<file path="src/rtl/dz_pkg.sv">
// Shared DZ11 receive-path definitions: RBUF bit positions, silo depth,
// alarm threshold and the helper that packs a received character into a
// silo entry.
package dz_pkg;

    // Silo geometry and alarm threshold
    localparam int DEPTH_LOG2 = 6;
    localparam int ALARM      = 16;
    localparam int ENTRY_W    = 15;

    // RBUF bit positions
    localparam int RB_DVAL    = 15;
    localparam int RB_OVRN    = 14;
    localparam int RB_FRME    = 13;
    localparam int RB_PARE    = 12;
    localparam int RB_LINE_HI = 10;
    localparam int RB_LINE_LO = 8;
    localparam int RB_DATA_HI = 7;
    localparam int RB_DATA_LO = 0;

    // Build a 15-bit silo entry; bit 11 is always zero.
    function automatic logic [ENTRY_W-1:0] packEntry(
        input logic       ovrn,
        input logic       frme,
        input logic       pare,
        input logic [2:0] line,
        input logic [7:0] data
    );
        logic [ENTRY_W-1:0] e;
        e                         = {ENTRY_W{1'b0}};
        e[RB_OVRN]                = ovrn;
        e[RB_FRME]                = frme;
        e[RB_PARE]                = pare;
        e[RB_LINE_HI:RB_LINE_LO]  = line;
        e[RB_DATA_HI:RB_DATA_LO]  = data;
        return e;
    endfunction

endpackage

</file>
<file path="src/rtl/dzrx_fifo.sv">
// Synchronous register FIFO for the DZ11 receiver silo.
// Ports: clk, rst (async, active-high), clr (sync clear), push/wdata,
// pop, head (entry at read pointer), count (0..DEPTH), empty, full.
// A push while full is accepted only if a pop happens in the same cycle;
// a pop while empty is ignored.
module dzrx_fifo
    import dz_pkg::*;
#(
    parameter int AW = DEPTH_LOG2,
    parameter int W  = ENTRY_W
) (
    input  logic         clk,
    input  logic         rst,
    input  logic         clr,
    input  logic         push,
    input  logic [W-1:0] wdata,
    input  logic         pop,
    output logic [W-1:0] head,
    output logic [AW:0]  count,
    output logic         empty,
    output logic         full
);

    localparam logic [AW:0] FULL_C = {1'b1, {AW{1'b0}}};

    logic [W-1:0]  mem_r [0:(1<<AW)-1];
    logic [AW:0]   wptr_r;
    logic [AW:0]   rptr_r;
    logic          doPush_s;
    logic          doPop_s;

    // Pointers carry one extra bit so full and empty are distinguishable
    assign count    = wptr_r - rptr_r;
    assign empty    = (count == {(AW+1){1'b0}});
    assign full     = (count == FULL_C);
    assign doPop_s  = pop & ~empty;
    assign doPush_s = push & (~full | doPop_s);
    assign head     = mem_r[rptr_r[AW-1:0]];

    // Read/write pointer registers
    always_ff @(posedge clk or posedge rst) begin
        if (rst) begin
            wptr_r <= {(AW+1){1'b0}};
            rptr_r <= {(AW+1){1'b0}};
        end else if (clr) begin
            wptr_r <= {(AW+1){1'b0}};
            rptr_r <= {(AW+1){1'b0}};
        end else begin
            if (doPush_s) begin
                wptr_r <= wptr_r + {{AW{1'b0}}, 1'b1};
            end
            if (doPop_s) begin
                rptr_r <= rptr_r + {{AW{1'b0}}, 1'b1};
            end
        end
    end

    // Storage array; contents need no reset since empty masks them
    always_ff @(posedge clk) begin
        if (doPush_s) begin
            mem_r[wptr_r[AW-1:0]] <= wdata;
        end
    end

endmodule

</file>
<file path="src/rtl/dzrx_silo.sv">
// DZ11 receiver silo: 64-entry FIFO between the receive scanner and the
// RBUF register / RX interrupt controller.
// Ports: clk, rst (async, active-high), clr (sync clear), csrMSE, csrSAE,
// rxWRITE/rxLINE/rxDATA/rxFRME/rxPARE (received character strobe),
// rbufREAD (RBUF read bus cycle level), rbufDATA (RBUF image of the head),
// csrRDONE, csrSA, csrRRDY (to interrupt controller), siloCOUNT.
module dzrx_silo
    import dz_pkg::*;
#(
    parameter int DEPTH_LOG2 = dz_pkg::DEPTH_LOG2,
    parameter int ALARM      = dz_pkg::ALARM
) (
    input  logic                  clk,
    input  logic                  rst,
    input  logic                  clr,
    input  logic                  csrMSE,
    input  logic                  csrSAE,
    input  logic                  rxWRITE,
    input  logic [2:0]            rxLINE,
    input  logic [7:0]            rxDATA,
    input  logic                  rxFRME,
    input  logic                  rxPARE,
    input  logic                  rbufREAD,
    output logic [15:0]           rbufDATA,
    output logic                  csrRDONE,
    output logic                  csrSA,
    output logic                  csrRRDY,
    output logic [DEPTH_LOG2:0]   siloCOUNT
);

    localparam logic [4:0] ALARM_C = 5'(ALARM);

    logic                 rbufReadPrev_r;
    logic                 popEdge_s;
    logic                 doPop_s;
    logic                 pushReq_s;
    logic                 pushOk_s;
    logic                 drop_s;
    logic [7:0]           ovr_r;
    logic [4:0]           alarm_r;
    logic [4:0]           alarmNext_s;
    logic                 csrSA_r;
    logic [ENTRY_W-1:0]   entry_s;
    logic [ENTRY_W-1:0]   head_s;
    logic                 empty_s;
    logic                 full_s;
    logic [DEPTH_LOG2:0]  count_s;
    logic [15:0]          rbufData_s;

    // One pop per read bus cycle, however long rbufREAD is held
    assign popEdge_s = rbufREAD & ~rbufReadPrev_r;
    assign doPop_s   = popEdge_s & ~empty_s;
    assign pushReq_s = rxWRITE & csrMSE;
    assign pushOk_s  = pushReq_s & (~full_s | doPop_s);
    assign drop_s    = pushReq_s & full_s & ~doPop_s;
    assign entry_s   = packEntry(ovr_r[rxLINE], rxFRME, rxPARE, rxLINE, rxDATA);

    dzrx_fifo #(
        .AW (DEPTH_LOG2),
        .W  (ENTRY_W)
    ) uFifo (
        .clk   (clk),
        .rst   (rst),
        .clr   (clr),
        .push  (pushOk_s),
        .wdata (entry_s),
        .pop   (popEdge_s),
        .head  (head_s),
        .count (count_s),
        .empty (empty_s),
        .full  (full_s)
    );

    // rbufREAD history for edge detection
    always_ff @(posedge clk or posedge rst) begin
        if (rst) begin
            rbufReadPrev_r <= 1'b0;
        end else if (clr) begin
            rbufReadPrev_r <= 1'b0;
        end else begin
            rbufReadPrev_r <= rbufREAD;
        end
    end

    // Per-line overrun pending: set on a dropped character, consumed by the
    // next stored character of the same line
    always_ff @(posedge clk or posedge rst) begin
        if (rst) begin
            ovr_r <= 8'h00;
        end else if (clr) begin
            ovr_r <= 8'h00;
        end else if (drop_s) begin
            ovr_r[rxLINE] <= 1'b1;
        end else if (pushOk_s) begin
            ovr_r[rxLINE] <= 1'b0;
        end
    end

    // Alarm counter next value: saturating push count since the last read
    always_comb begin
        alarmNext_s = alarm_r;
        if (popEdge_s) begin
            alarmNext_s = pushOk_s ? 5'd1 : 5'd0;
        end else if (pushOk_s && (alarm_r != ALARM_C)) begin
            alarmNext_s = alarm_r + 5'd1;
        end else begin
            alarmNext_s = alarm_r;
        end
    end

    // Alarm counter and silo-alarm flag registers
    always_ff @(posedge clk or posedge rst) begin
        if (rst) begin
            alarm_r <= 5'd0;
            csrSA_r <= 1'b0;
        end else if (clr) begin
            alarm_r <= 5'd0;
            csrSA_r <= 1'b0;
        end else begin
            alarm_r <= alarmNext_s;
            csrSA_r <= (alarmNext_s == ALARM_C);
        end
    end

    // RBUF image: DVAL plus head entry, all zero when the silo is empty
    always_comb begin
        rbufData_s = 16'h0000;
        if (!empty_s) begin
            rbufData_s[RB_DVAL]          = 1'b1;
            rbufData_s[ENTRY_W-1:0]      = head_s;
        end else begin
            rbufData_s = 16'h0000;
        end
    end

    assign rbufDATA  = rbufData_s;
    assign csrRDONE  = ~empty_s;
    assign csrSA     = csrSA_r;
    assign csrRRDY   = csrSAE ? csrSA_r : ~empty_s;
    assign siloCOUNT = count_s;

endmodule

</file>
<file path="config.mk">
export PLATFORM = sky130hd
export DESIGN_NAME = dzrx_silo
export DESIGN_NICKNAME = d
export VERILOG_FILES = /design/src/rtl/dz_pkg.sv /design/src/rtl/dzrx_fifo.sv /design/src/rtl/dzrx_silo.sv
export SDC_FILE = /design/constraint.sdc
export NUM_CORES = 1
export LEC_CHECK = 0
export CAP_MARGIN = 0
export CORE_ASPECT_RATIO = 2
export CORE_MARGIN = 10
export CORE_UTILIZATION = 40
export CTS_CLUSTER_SIZE = 16
export DETAILED_ROUTE_END_ITERATION = 10
export PLACE_DENSITY = 0.61
export SLEW_MARGIN = 20
export SYNTH_ARGS = -nofsm -noshare
export SYNTH_HDL_FRONTEND = slang
export SYNTH_SLANG_ARGS = --single-unit
</file>
<file path="constraint.sdc">
create_clock -name clk -period 6.2 [get_ports clk]
set_input_delay 0.93 -clock clk [delete_from_list [all_inputs] [get_ports clk]]
set_output_delay 0.93 -clock clk [all_outputs]
set_load 0.1 [all_outputs]
</file>
==> results.sh, run 1 <==
export IMPL_io_pin_count=46
export IMPL_syn2layout_area_growth_pct=12.4
export IMPL_drt_iter0_markers=1429
export IMPL_maxClockFrequency_ghz=0.184
export IMPL_sum_of_overflow_across_all_layers_after_global_routing=0
export IMPL_drtAntennaViolNets=0
export IMPL_worstHoldPathType="register to register"
export IMPL_maxSlewHeadroom=0.237
export IMPL_core_area_um2=90600
export IMPL_cts_buffers_inserted=75
export IMPL_total_power_divided_by_cell_area_nw_per_um2=367
export IMPL_netlist_area_um2=36500
export IMPL_timing_critical_path_from_type="register"
export IMPL_outcome="complete, no violations"
export IMPL_layout_cells_most_common_list="edfxtp_1, mux4_2, mux2i_1, buf_4, nor2_1"
export IMPL_die_area_um2=105000
export IMPL_final_setup_viol_count=0
export IMPL_crit_type="register to output port"
export IMPL_port_buffer_count=44
export IMPL_yosysWarningCount=0
export IMPL_max_cap_viol=0
export IMPL_quantity_of_gates_resized_following_cts=0
export IMPL_seq_area_frac_synth=0.756
export IMPL_postSynthCellCount=1821
export IMPL_gp_congestion=0.829
export IMPL_drcViolationCount=0
export IMPL_finalWorstPathRequiredPeriod_ns=5.43
export IMPL_synth_net_count=1852
export IMPL_cts_tree="done"
export IMPL_timing_critical_path_to_type="output port"
export IMPL_clkLatencyLatePin_ns=0.66
export IMPL_worstPathArrival_ns=4.50
export IMPL_post_route_period_util=0.876
export IMPL_worstPathCellList="buf_12 -> buf_4 -> mux4_2 -> mux4_2 -> nor2_1 -> a31oi_1 -> o221ai_1 -> nor2_1 -> buf_4"
export IMPL_fp_row_count=156
export IMPL_slew_viol_final=0
export IMPL_synth_main_ff_cell="edfxtp_1"
export IMPL_final_cell_count_no_fill=3171
export IMPL_drt_first_pass_iters=5
export IMPL_viasPerCell=5.64
export IMPL_critical_path_max_stage_delay_ns=0.59
export IMPL_detailroute_via_count=17900
export IMPL_dp_hpwl_mm=57.9
export IMPL_final_setup_skew_ns=0.0297
export IMPL_wl_cell_um=28.6
export IMPL_grt_antenna_before_repair=2
export IMPL_tritoncts_num_sinks=925
export IMPL_cts_root_buffer_cell="clkbuf_16"
export IMPL_layout_drive_gt1_share=0.226
export IMPL_crit_path_max_fanout=104
export IMPL_setup_tns_ns=0
export IMPL_power_leakage_nw=12.7
export IMPL_grt_start_max_net_pins=116
export IMPL_rsz0062_at_grt="no"
export IMPL_worst_slew_pin_slew_ns=1.14
export IMPL_gr_usage_all_layers=0.175
export IMPL_first_global_vias=18900
export IMPL_clockBufferDepth=3
export IMPL_ys_seq_elements=925
export IMPL_async_s_r_ff_share_synth=0.0314
export IMPL_layout_cells_most_common="edfxtp_1"
export IMPL_grt_pass1_wl_mm=132
export IMPL_wl_mm=90.8
export IMPL_place_inst=3039
export IMPL_die_height_um=447
export IMPL_floorplan_die_width_um=234
export IMPL_synthesis_area_per_instance_um2=20.1
export IMPL_post_cts_setup_buffers=0
export IMPL_hold_viol_final=0
export IMPL_crit_required_ns=5.27
export IMPL_cts_h_tree_depth=3
export IMPL_synth_distinct_cells=63
export IMPL_slowest_stage="buf_4"
export IMPL_clkTransAtPathRegs_ns=0.07
export IMPL_fin_nets=1962
export IMPL_ctsHoldBuffers=0
export IMPL_max_vdd_ir_drop_mv=0.552
export IMPL_synth_edf_count=896
export IMPL_post_place_ws_ns=1.34
export IMPL_layout_setup_ws_ns=0.769
export IMPL_initial_utilization=0.403
## through the flow
stage / util / cell area [µm²] / hold WS [ns] / total power, mW
floorplan: - / 36600 / 0.480 / 9.63
global placement: 0.428 / 38700 / 0.497 / 10.6
detailed placement: 0.428 / 38700 / 0.518 / 10.6
CTS: 0.454 / 41100 / 0.530 / 15.2
global route: 0.454 / 41100 / 0.582 / 15.6
finish: 0.454 / 41100 / 0.531 / 15.1
## logic make-up after synthesis
kind of cell    count (synthesis)  share of synthesized area
fa+ha+maj                      11                    0.00397
flops                         925                      0.756
compound gates                186                     0.0365
simple gates                  235                     0.0300
mux                           321                      0.153
other cells                     1                   0.000103
xor+xnor                       16                    0.00384
buf+inv                       126                     0.0162
## power breakdown
group          internal (mW)  leakage [nW]  switching (mW)
combinational           1.27          3.08            2.21
sequential              6.87          8.42          0.0343
clock                   2.53          1.15            2.16
total                   10.7          12.7            4.40
## sequential cells by signal (all words and copies together) (netlist names)
name	cells
alarm_r	5
csrSA	1
ovr_r	8
rbufReadPrev_r	1
uFifo.mem_r	896
uFifo.rptr_r	7
uFifo.wptr_r	7
## metal layers
metal | vias to the layer above | GRT usage | wire [µm]
met3 | 156 | 0.0230 | 3570
met4 | 0 | 0.0847 | 4330
met1 | 9528 | 0.185 | 31200
met2 | 489 | 0.333 | 51700
li1 | 7722 | - | -
met5 | - | 0 | 0
## area by class of cell
type | instances | area, µm²
Fill cell | 7662 | 49500
Clock inverter | 34 | 333
Multi-Input combinational cell | 770 | 8380
Sequential cell | 925 | 27600
Antenna cell | 2 | 5.00
Inverter | 17 | 63.8
Tap cell | 1185 | 1480
Clock buffer | 96 | 2020
Timing Repair Buffer | 142 | 1150
## worst max-delay path, delay by kind of cell (launching register included)
kind	cells	cell delay, ns
DFF	1	0.50
AOI/OAI and AO/OA	2	0.33
buffers and inverters	3	1.40
muxes	2	1.03
and+or+nand+nor	2	0.39
## worst paths after layout
kind | slack [ns] | depth (start not counted) | start | end
min in group asynchronous | 0.69 | 3 | rst | uFifo.rptr_r[0]
min reg2reg | 0.53 | 2 | ovr_r[1] | ovr_r[1]
max reg2reg | 1.30 | 12 | uFifo.rptr_r[2] | uFifo.mem_r[63][6]
max | 0.77 | 9 | uFifo.rptr_r[0] | rbufDATA[1]
min | 0.53 | 2 | ovr_r[1] | ovr_r[1]
max in group asynchronous | 5.16 | 3 | rst | uFifo.rptr_r[1]
## synth_stat cells (2+ instances only)
master,n,area share
xnor2_1,9,0.0022
mux2_2,2,0.00062
xor2_1,7,0.0017
and2_1,2,0.00034
inv_1,14,0.0014
nand2_1,47,0.0048
mux2i_1,129,0.035
a221oi_1,60,0.014
or3_1,5,0.00086
nor2_1,113,0.012
dfrtp_1,29,0.020
a21oi_1,26,0.0036
buf_6,2,0.00062
nor3_1,7,0.00096
clkinv_1,2,0.00021
nand3_1,28,0.0038
ha_1,10,0.0034
a31oi_1,15,0.0026
nor2b_1,3,0.00051
nand2b_1,2,0.00034
nand3b_1,2,0.00041
clkbuf_1,51,0.0052
edfxtp_1,896,0.74
a211oi_1,4,0.00082
o2111ai_1,3,0.00072
mux4_2,190,0.12
buf_2,24,0.0033
a22oi_1,28,0.0058
buf_4,20,0.0041
nand3_2,2,0.00055
o21ai_1,2,0.00027
buf_1,12,0.0012
a211oi_2,2,0.00068
nand4_1,6,0.0010
nor4_1,4,0.00068
o221ai_1,2,0.00048
o21ai_0,35,0.0048
(Power assumes the default switching activity.)
==> run 2, diff against run 1 <==
--- a/config.mk
+++ b/config.mk
@@ -8,10 +8,10 @@
 export CAP_MARGIN = 0
 export CORE_ASPECT_RATIO = 2
 export CORE_MARGIN = 10
-export CORE_UTILIZATION = 40
+export CORE_UTILIZATION = 30
 export CTS_CLUSTER_SIZE = 16
 export DETAILED_ROUTE_END_ITERATION = 10
-export PLACE_DENSITY = 0.61
+export PLACE_DENSITY = 0.5
 export SLEW_MARGIN = 20
 export SYNTH_ARGS = -nofsm -noshare
 export SYNTH_HDL_FRONTEND = slang
==> results.sh, run 2 (synthesis results as in run 1) <==
export IMPL_sequential_cell_area_um2=27600
export IMPL_final_setup_viol_count=0
export IMPL_tritoncts_num_sinks=925
export IMPL_layout_cells_most_common_list="edfxtp_1, mux4_2, mux2i_1, buf_4, nor2_1"
export IMPL_worstPathArrival_ns=4.37
export IMPL_grt_antenna_before_repair=4
export IMPL_die_area_um2=137000
export IMPL_critical_path_max_stage_delay_ns=0.85
export IMPL_grt_start_max_net_pins=113
export IMPL_outcome="complete, no violations"
export IMPL_gr_usage_all_layers=0.146
export IMPL_fin_nets=1967
export IMPL_routed_wl_met2_mm=56.5
export IMPL_setup_tns_ns=0
export IMPL_wl_cell_um=28.3
export IMPL_core_area_um2=121000
export IMPL_drt_first_pass_iters=5
export IMPL_viasPerCell=5.10
export IMPL_worstHoldPathType="register to register"
export IMPL_crit_type="register to output port"
export IMPL_layout_cells_most_common="edfxtp_1"
export IMPL_place_inst=3413
export IMPL_clkLatencyLatePin_ns=0.64
export IMPL_slew_viol_final=0
export IMPL_worst_slew_pin_slew_ns=1.15
export IMPL_dp_hpwl_mm=63.4
export IMPL_fp_row_count=181
export IMPL_grt_pass1_wl_mm=143
export IMPL_initial_utilization=0.301
export IMPL_drtAntennaViolNets=0
export IMPL_timing_critical_path_from_type="register"
export IMPL_dpl_instance_area_um2=39200
export IMPL_wl_mm=100
export IMPL_sum_of_overflow_across_all_layers_after_global_routing=0
export IMPL_max_cap_viol=0
export IMPL_worstPathCellList="clkinv_1 -> nor2_4 -> buf_4 -> a221oi_1 -> a22oi_1 -> nand3_1 -> a31oi_1 -> nor2_1 -> buf_4"
export IMPL_gp_congestion=0.847
export IMPL_port_buffer_count=44
export IMPL_post_place_ws_ns=1.48
export IMPL_final_cell_count_no_fill=3543
export IMPL_clockBufferDepth=3
export IMPL_post_cts_setup_buffers=0
export IMPL_detailroute_via_count=18100
export IMPL_rsz0062_at_grt="no"
export IMPL_syn2layout_area_growth_pct=13.6
export IMPL_finalCoreUtilization=0.342
export IMPL_ctsHoldBuffers=0
export IMPL_first_global_vias=19200
export IMPL_maxSlewHeadroom=0.235
export IMPL_maxClockFrequency_ghz=0.189
export IMPL_hold_viol_final=0
export IMPL_cts_h_tree_depth=3
export IMPL_final_setup_skew_ns=0.0162
export IMPL_highest_signal_layer="met5"
export IMPL_finalWorstPathRequiredPeriod_ns=5.30
export IMPL_timing_critical_path_to_type="output port"
export IMPL_layout_setup_ws_ns=0.904
export IMPL_drt_iter0_markers=1453
export IMPL_fill_cells=11300
export IMPL_max_vdd_ir_drop_mv=0.295
export IMPL_power_leakage_nw=12.7
export IMPL_total_power_divided_by_cell_area_nw_per_um2=364
export IMPL_io_pin_count=46
export IMPL_floorplan_die_width_um=267
export IMPL_drcViolationCount=0
export IMPL_quantity_of_gates_resized_following_cts=0
export IMPL_layout_drive_gt1_share=0.226
export IMPL_cts_tree="done"
export IMPL_design_area_um2=41500
export IMPL_critical_path_most_common_cell="buf_4"
export IMPL_wl_met1_mm=34.7
export IMPL_clkTransAtPathRegs_ns=0.08
export IMPL_largest_register_ffs=896
export IMPL_die_height_um=514
export IMPL_post_route_period_util=0.854
export IMPL_cts_root_buffer_cell="clkbuf_16"
export IMPL_routed_wl_met3_mm=3.73
export IMPL_cts_buffers_inserted=75
export IMPL_slowest_stage="nor2_4"
export IMPL_multi_input_comb_area_um2=8380
export IMPL_crit_path_max_fanout=34
export IMPL_crit_required_ns=5.27
run 2: critical path: cells and delay by family, from the launching register on:
kind	cells	cell delay (ns)
buffers and inverters	3	1.14
AND/OR/NAND/NOR	3	1.32
flip-flops	1	0.37
AO/OA/AOI/OAI	3	0.86
run 2: routing by layer:
layer  vias up  GRT usage
met5         -          0
met4         2     0.0754
met3       144     0.0188
met2       487      0.279
met1      9712      0.152
li1       7726          -
run 2: where the power goes:
group | switching (mW) | total (mW) | internal, mW | leakage (nW)
Clock | 2.17 | 4.71 | 2.54 | 1.13
Combinational | 2.23 | 3.47 | 1.24 | 3.09
Sequential | 0.0453 | 6.91 | 6.87 | 8.42
run 2: final cells by class:
class / instances / share of cell area
Inverter: 17 / 0.00154
Sequential cell: 925 / 0.666
Multi-Input combinational cell: 770 / 0.202
Tap cell: 1555 / 0.0469
Timing Repair Buffer: 147 / 0.0278
Antenna cell: 1 / 0.0000603
Clock buffer: 100 / 0.0495
Clock inverter: 28 / 0.00633
run 2: worst paths after layout:
path,start,slack (ns),cells after the start,end
min,ovr_r[6],0.52,2,ovr_r[6]
min in group asynchronous,rst,0.72,3,ovr_r[6]
min reg2reg,ovr_r[6],0.52,2,ovr_r[6]
max,uFifo.rptr_r[2],0.90,9,rbufDATA[6]
max reg2reg,uFifo.rptr_r[1],1.42,11,uFifo.mem_r[62][13]
max in group asynchronous,rst,5.12,3,uFifo.rptr_r[0]
run 2: stage by stage:
step / hold WS (ns) / power [mW]
after global routing: 0.542 / 15.6
after detailed placement: 0.511 / 10.6
after floorplan: 0.480 / 9.63
final: 0.524 / 15.1
after CTS: 0.529 / 15.3
after global placement: 0.497 / 10.6
